### config.mk
export PLATFORM = sky130hd
export DESIGN_NAME = layer_mixer
export DESIGN_NICKNAME = d
export VERILOG_FILES = /design/src/rtl/layer_mixer_pkg.sv /design/src/rtl/layer_coll_accum.sv /design/src/rtl/layer_mixer.sv
export SDC_FILE = /design/constraint.sdc
export NUM_CORES = 1
export LEC_CHECK = 0
export ABC_AREA = 0
export CELL_PAD_IN_SITES_DETAIL_PLACEMENT = 2
export CELL_PAD_IN_SITES_GLOBAL_PLACEMENT = 2
export CORE_MARGIN = 1.5
export CORE_UTILIZATION = 35
export CTS_BUF_LIST = sky130_fd_sc_hd__clkbuf_2
export CTS_CLUSTER_DIAMETER = 150
export DETAILED_ROUTE_END_ITERATION = 8
export GPL_TIMING_DRIVEN = 0
export PLACE_DENSITY_LB_ADDON = 0.1
export SYNTH_ARGS = -nofsm -noshare
export SYNTH_HDL_FRONTEND = slang
export SYNTH_SLANG_ARGS = --single-unit
### constraint.sdc
create_clock -name i_clk -period 2.1 [get_ports i_clk]
set_input_delay 0.315 -clock i_clk [delete_from_list [all_inputs] [get_ports i_clk]]
set_output_delay 0.315 -clock i_clk [all_outputs]
set_load 0.01 [all_outputs]
### src/rtl/layer_mixer_pkg.sv
// rtl/layer_mixer_pkg.sv - shared widths, RGB332 fields and collision pair indexing
package layer_mixer_pkg;

  localparam int COLOR_W_DEF = 8;

  localparam int RGB332_R_LSB = 5;
  localparam int RGB332_R_W   = 3;
  localparam int RGB332_G_LSB = 2;
  localparam int RGB332_G_W   = 3;
  localparam int RGB332_B_LSB = 0;
  localparam int RGB332_B_W   = 2;

  function automatic int num_pairs(input int n);
    return n * (n - 1) / 2;
  endfunction

  // Bit position of unordered pair (i, j), i < j, in a coll_flags vector for n layers.
  function automatic int pair_index(input int i, input int j, input int n);
    return i * n - i * (i + 1) / 2 + (j - i - 1);
  endfunction

endpackage

### src/rtl/layer_coll_accum.sv
// rtl/layer_coll_accum.sv - sticky per-frame layer overlap accumulator, published at vblank rise
module layer_coll_accum
  import layer_mixer_pkg::*;
#(
  parameter int  NUM_LAYERS = 4,
  localparam int NUM_PAIRS  = num_pairs(NUM_LAYERS)
) (
  input  logic                  i_clk,
  input  logic                  i_rst_n,
  input  logic                  i_pix_en,
  input  logic [NUM_LAYERS-1:0] i_eff,
  input  logic                  i_blank,
  input  logic                  i_vblank,
  output logic [NUM_PAIRS-1:0]  o_coll_flags,
  output logic                  o_coll_strobe
);

  logic [NUM_PAIRS-1:0] r_acc;
  logic [NUM_PAIRS-1:0] r_flags;
  logic [NUM_PAIRS-1:0] w_hits;
  logic                 r_strobe;
  logic                 r_vblank_prev;
  logic                 r_primed;
  logic                 w_frame_edge;

  always_comb begin
    w_hits = '0;
    for (int i = 0; i < NUM_LAYERS; i++) begin
      for (int j = i + 1; j < NUM_LAYERS; j++) begin
        if (i_eff[i] && i_eff[j]) begin
          w_hits = w_hits | (NUM_PAIRS'(1) << pair_index(i, j, NUM_LAYERS));
        end
      end
    end
  end

  assign w_frame_edge = i_vblank & ~r_vblank_prev;

  // The stage-1 vblank register holds its reset value (0) on the first pix_en,
  // so the previous-vblank register keeps its reset 1 until real data arrives.
  always_ff @(posedge i_clk or negedge i_rst_n) begin
    if (!i_rst_n) begin
      r_acc         <= '0;
      r_flags       <= '0;
      r_strobe      <= 1'b0;
      r_vblank_prev <= 1'b1;
      r_primed      <= 1'b0;
    end else begin
      r_strobe <= 1'b0;
      if (i_pix_en) begin
        r_primed      <= 1'b1;
        r_vblank_prev <= i_vblank | ~r_primed;
        if (w_frame_edge) begin
          r_flags  <= r_acc;
          r_acc    <= '0;
          r_strobe <= 1'b1;
        end else if (!i_blank) begin
          r_acc <= r_acc | w_hits;
        end
      end
    end
  end

  assign o_coll_flags  = r_flags;
  assign o_coll_strobe = r_strobe;

endmodule

### src/rtl/layer_mixer.sv
// rtl/layer_mixer.sv - fixed-priority layer compositor with blanking and per-frame collision flags
module layer_mixer
  import layer_mixer_pkg::*;
#(
  parameter int  NUM_LAYERS = 4,
  parameter int  COLOR_W    = COLOR_W_DEF,
  localparam int NUM_PAIRS  = num_pairs(NUM_LAYERS)
) (
  input  logic                          i_clk,
  input  logic                          i_rst_n,
  input  logic                          i_pix_en,
  input  logic                          i_blank,
  input  logic                          i_vblank,
  input  logic [NUM_LAYERS-1:0]         i_layer_valid,
  input  logic [NUM_LAYERS*COLOR_W-1:0] i_layer_color,
  input  logic [NUM_LAYERS-1:0]         i_layer_en,
  input  logic [COLOR_W-1:0]            i_bg_color,
  output logic [COLOR_W-1:0]            o_rgb,
  output logic [NUM_PAIRS-1:0]          o_coll_flags,
  output logic                          o_coll_strobe
);

  logic [NUM_LAYERS-1:0]         r_eff;
  logic [NUM_LAYERS*COLOR_W-1:0] r_color;
  logic [COLOR_W-1:0]            r_bg;
  logic                          r_blank;
  logic                          r_vblank;
  logic [COLOR_W-1:0]            r_rgb;
  logic [COLOR_W-1:0]            w_pix;

  // Walk from lowest priority upward so the lowest-index hit wins.
  always_comb begin
    w_pix = r_bg;
    for (int i = NUM_LAYERS - 1; i >= 0; i--) begin
      if (r_eff[i]) begin
        w_pix = r_color[i*COLOR_W +: COLOR_W];
      end
    end
  end

  always_ff @(posedge i_clk or negedge i_rst_n) begin
    if (!i_rst_n) begin
      r_eff    <= '0;
      r_color  <= '0;
      r_bg     <= '0;
      r_blank  <= 1'b0;
      r_vblank <= 1'b0;
      r_rgb    <= '0;
    end else if (i_pix_en) begin
      r_eff    <= i_layer_valid & i_layer_en;
      r_color  <= i_layer_color;
      r_bg     <= i_bg_color;
      r_blank  <= i_blank;
      r_vblank <= i_vblank;
      r_rgb    <= r_blank ? '0 : w_pix;
    end
  end

  assign o_rgb = r_rgb;

  layer_coll_accum #(
    .NUM_LAYERS(NUM_LAYERS)
  ) u_coll (
    .i_clk         (i_clk),
    .i_rst_n       (i_rst_n),
    .i_pix_en      (i_pix_en),
    .i_eff         (r_eff),
    .i_blank       (r_blank),
    .i_vblank      (r_vblank),
    .o_coll_flags  (o_coll_flags),
    .o_coll_strobe (o_coll_strobe)
  );

endmodule
## Yosys cells after proc, flatten, opt, wreduce, memory -nomap -nowiden

Index checks and enable logic that the tools add are counted.

| storage, ports and cells | value |
|---|---|
| bits in registers | 69 |
| input bits | 53 |
| output and inout port bits | 15 |

| cells by class | value |
|---|---|
| equal/unequal tests | 1 |
| multiplexer cells | 15 |
| bitwise logic cells | 6 |
| reductions and logical operators | 8 |

Operator list:

| cell | count |
|---|---|
| $mux W8 | 5 |
| $mux W6 | 3 |
| $logic_and A1 B1 Y1 | 6 |
| $or A6 B6 Y6 | 1 |
| $mux W5 | 1 |
| $and A4 B4 Y4 | 1 |
| $mux W4 | 1 |
| $reduce_and A2 Y1 | 2 |
| $mux W1 | 3 |
| $mux W3 | 1 |
| $mux W2 | 1 |
| $ne A2 B1 Y1 const B | 1 |
| $not A1 Y1 | 2 |
| $and A1 B1 Y1 | 1 |
| $or A1 B1 Y1 | 1 |

## Logic depth before layout (Yosys ltp)

| depth | value |
|---|---|
| word-level depth | 10 |
| mapped depth | 5 |
| mapped depth without buffers | 4 |

## Modules after synthesis

From an unflattened synthesis, not the netlist that was laid out.

| unflattened totals | value |
|---|---|
| cells, all modules | 227 |
| area total of the unflattened synthesis | 3,010.4 µm² |

Modules (own cells, without submodules):

| module | times used | cells an instance | area an instance (µm²) | sequential area each (µm²) |
|---|---|---|---|---|
| layer_mixer | 1 | 186 | 2,383.5 | 1,351.3 |
| layer_coll_accum | 1 | 41 | 626.9 | 376.6 |

## Worst setup path before layout

No wires, ideal clock.

| timing path | value |
|---|---|
| kind | flip-flop to flip-flop |
| from | reg r_vblank |
| to | reg u_coll.r_flags[4], in the netlist u_coll.o_coll_flags[4] |
| library setup time | 127 ps |
| data arrival time | 1,250 ps |
| data required time | 1,973 ps |
| setup slack | 723 ps |
| stages on the path, launching flop included | 6 |
| period minus slack after synthesis | 1,377 ps |
| cells stage by stage | dfrtp_1 inv_1 or3_1 buf_4 inv_4 mux2_1 |

| on the way | value |
|---|---|
| cells in the longest elaborated chain, start to end | 2 |

Ends and longest elaborated chain:

| what | RTL line | text |
|---|---|---|
| start: declaration | layer_mixer.sv:27 | `logic r_vblank;` |
| start signal: assignment | layer_mixer.sv:54 | `r_vblank <= i_vblank;` |
| $and A1 B1 Y1 | layer_coll_accum.sv:37 | `assign w_frame_edge = i_vblank & ~r_vblank_prev;` |
| $reduce_and A2 Y1 (no line) | n/a |  |
| end signal: assignment | layer_coll_accum.sv:54 | `r_flags <= r_acc;` |
| end: declaration | layer_coll_accum.sv:19 | `logic [NUM_PAIRS-1:0] r_flags;` |

Every way passes these cells.
A chain may end at the register's enable or synchronous reset.

## Final worst setup path

| timing path | value |
|---|---|
| from | reg r_rgb[1], in the netlist o_rgb[1] |
| to | out o_rgb[1] |

RTL lines:

| what | RTL line | text |
|---|---|---|
| start: declaration | layer_mixer.sv:28 | `logic [COLOR_W-1:0] r_rgb;` |
| start signal: assignment | layer_mixer.sv:55 | `r_rgb <= r_blank ? '0 : w_pix;` |
| end: declaration | layer_mixer.sv:18 | `output logic [COLOR_W-1:0] o_rgb,` |

No word-level cell between the ends.

==> results.ini <==
[sta]
max_slew_margin=0.587
finalSetupViolations=0
period_share=0.844
hold_viol_final=0
slew_violations=0
grt_setup_unrepaired=no
fmax_mhz=564
finClkSkew_ps=22.4
period_needed_ps=1770
worstMarginPinSlew_ps=619

[power_and_ir_drop]
power_leakage_nw=1.70
power_mw=3.10
power.share.combinational=0.210
p_int_mw=2.26
switching_share=0.271
seqPwrFrac=0.511
p_sw_mw=0.840
power_density_nw_per_um2=795
p_clk_frac=0.278
vdd_drop_max_mv=0.356

[yosys]
synth_edf_count=0
yosys_warnings=0
syn-num-nets=282
syn_inst=229
avgSynthCellArea_um2=12.8
synth_seq_cells=69
yosysTopAreaCell=dfrtp_1
yosysUniqueCellTypes=25
synth_area_leaders=dfrtp_1, mux2_2, mux2_4, a32oi_1, o21ai_0
yosysSeqAreaShare=0.588
synth_top_area_frac=0.579
synth-main-ff-cell=dfrtp_1
synthArstFlopShare=1.00
syn_area_um2=2940

[critical_path]
critPathTopFamily=buffers and inverters
critPathRequiredTime_ps=1780
critPathKind=flip-flop to output pin
r2r-start=r_eff[1]
end_kind=output pin
worstPathMaxFanout=2
path_buf_inv=1
cp.arrival_ps=1460
startpoint=o_rgb[1]
startpoint_type=flip-flop
worstPathCellList=clkdlybuf4s50_1
critPathMaxStageDelay_ps=550
cp_slowest_cell=clkdlybuf4s50_1

[grt]
grt_pass1_vias=2364
grt.total_usage=0.191
antenna_found_initial=0
grt_max_degree=59
gr-total-overflow=0
grt_pass1_wl_mm=12.4

[hold_path]
holdCritPathClass=input port to async pin

[clock_tree]
numClockSinks=69
clk_pin_slew_ps=190
clockBufferDepth=2
tritoncts=built
numCtsBuffers=9
clk_latency_ps=510
h-tree-depth=3
ctsResizeCount=0
cts_root_buf=clkbuf_2

[drt]
drc=0
drtAntennaViolNets=0
drt-total-wl_mm=7.65
wire_per_inst_um=18.3
drtIter0Drc=27
vias_per_cell=5.09
first_pass_iters=4
vias=2132

[layout]
diodes=0
final_cell_mix=dfrtp_1, clkdlybuf4s50_1, mux2_2, o21ai_0, clkbuf_2
area_growth_pct=32.8
final_common_cell=dfrtp_1
final_nets=362
final_util=0.478
layout-drive-gt1-share=0.242
final_cell_count_no_fill=419

[floorplanning]
die_x_um=94.7
ios=68
die_area_um2=8960
core.rowCount=33
core_area_um2=8180
die_h_um=94.7
start_util=0.360

[placement]
gp_congestion=0.704
dp_hpwl_mm=5.46
io_buffers=67
placed_cells=402

[run_status]
status=finished, final reports clean

[job]
max-cap-violations=0

## registers in the layout, summed over array words and instances, names as in the netlist
name	cells
r_vblank	1
u_coll.o_coll_strobe	1
r_color	32
u_coll.r_acc	6
r_blank	1
r_bg	8
o_rgb	8
u_coll.o_coll_flags	6
u_coll.r_vblank_prev	1
u_coll.r_primed	1
r_eff	4
## power groups by stage
stage | registers [mW] | logic (mW) | clock network (mW)
2_1_floorplan | 1.62 | 0.299 | 0
3_3_place_gp | 1.61 | 0.636 | 0
3_5_place_dp | 1.62 | 0.662 | 0
4_1_cts | 1.59 | 0.668 | 0.896
5_1_grt | 1.61 | 0.718 | 0.944
6_report | 1.59 | 0.653 | 0.864
## final cells by class
cell class              count  area (um2)
fillers                   835        4270
flip-flops and latches     69        1730
multi-input cells         138        1110
repair buffers             69         706
well taps                 105         131
clock inverters             6        77.6
plain buffers              15        76.3
clock buffers              10        50.0
inverters                   7        28.8
## through the flow
stage | worst slack [ps] | cell area [um2] | setup TNS (ps) | hold WS (ps)
2_1_floorplan | 723 | 2940 | 0 | 19.4
3_3_place_gp | -1810 | 3740 | -123450 | 405
3_5_place_dp | 63.8 | 3770 | 0 | 175
4_1_cts | 270 | 3910 | 0 | 123
5_1_grt | 232 | 3910 | 0 | 126
6_report | 327 | 3910 | 0 | 171
## cells by family (layout without fill, tap and decap cells)
family | Yosys count | after routing | synth area share
compound gates | 52 | 52 | 0.122
mux | 47 | 47 | 0.186
buf+inv | 22 | 107 | 0.0357
flops | 69 | 69 | 0.588
simple gates | 39 | 39 | 0.0681
## final timing paths
path / end / slack (ps) / cells after the start
min in group i_clk: r_eff[2] / 360 / 3
hold reg to reg: u_coll.r_vblank_prev / 450 / 1
setup / recovery: o_rgb[1] / 330 / 1
setup reg to reg: o_rgb[4] / 520 / 4
hold / removal: u_coll.o_coll_flags[3] / 170 / 2
max in group asynchronous: u_coll.r_vblank_prev / 1370 / 3
## metal layers
metal	vias up	routed length, um	track usage
met5	-	0	0
met4	0	100	0.0597
met3	9	237	0.0403
met2	44	3940	0.336
met1	1094	3370	0.232
li1	985	-	-
## timing repair
action / CTS / global route
hold buffers: 1 / 0
hold endpoints to repair: 68 / 0
buffers inserted: 0 / 0
## synthesized netlist by cell type, types with 3 or more instances
| library cell | instances |
|---|---|
| a31oi_1 | 7 |
| o21ai_0 | 13 |
| nor2_1 | 7 |
| buf_2 | 7 |
| nand3_1 | 4 |
| nand2b_1 | 8 |
| mux2_2 | 41 |
| buf_4 | 3 |
| nand2_1 | 9 |
| a211oi_1 | 8 |
| dfrtp_1 | 68 |
| a21o_1 | 8 |
| nor2b_1 | 8 |
| clkbuf_1 | 5 |
| mux2_4 | 5 |
| o31ai_1 | 8 |
| inv_1 | 5 |
| a32oi_1 | 8 |
Note: power is estimated with default switching activity, not from simulation.
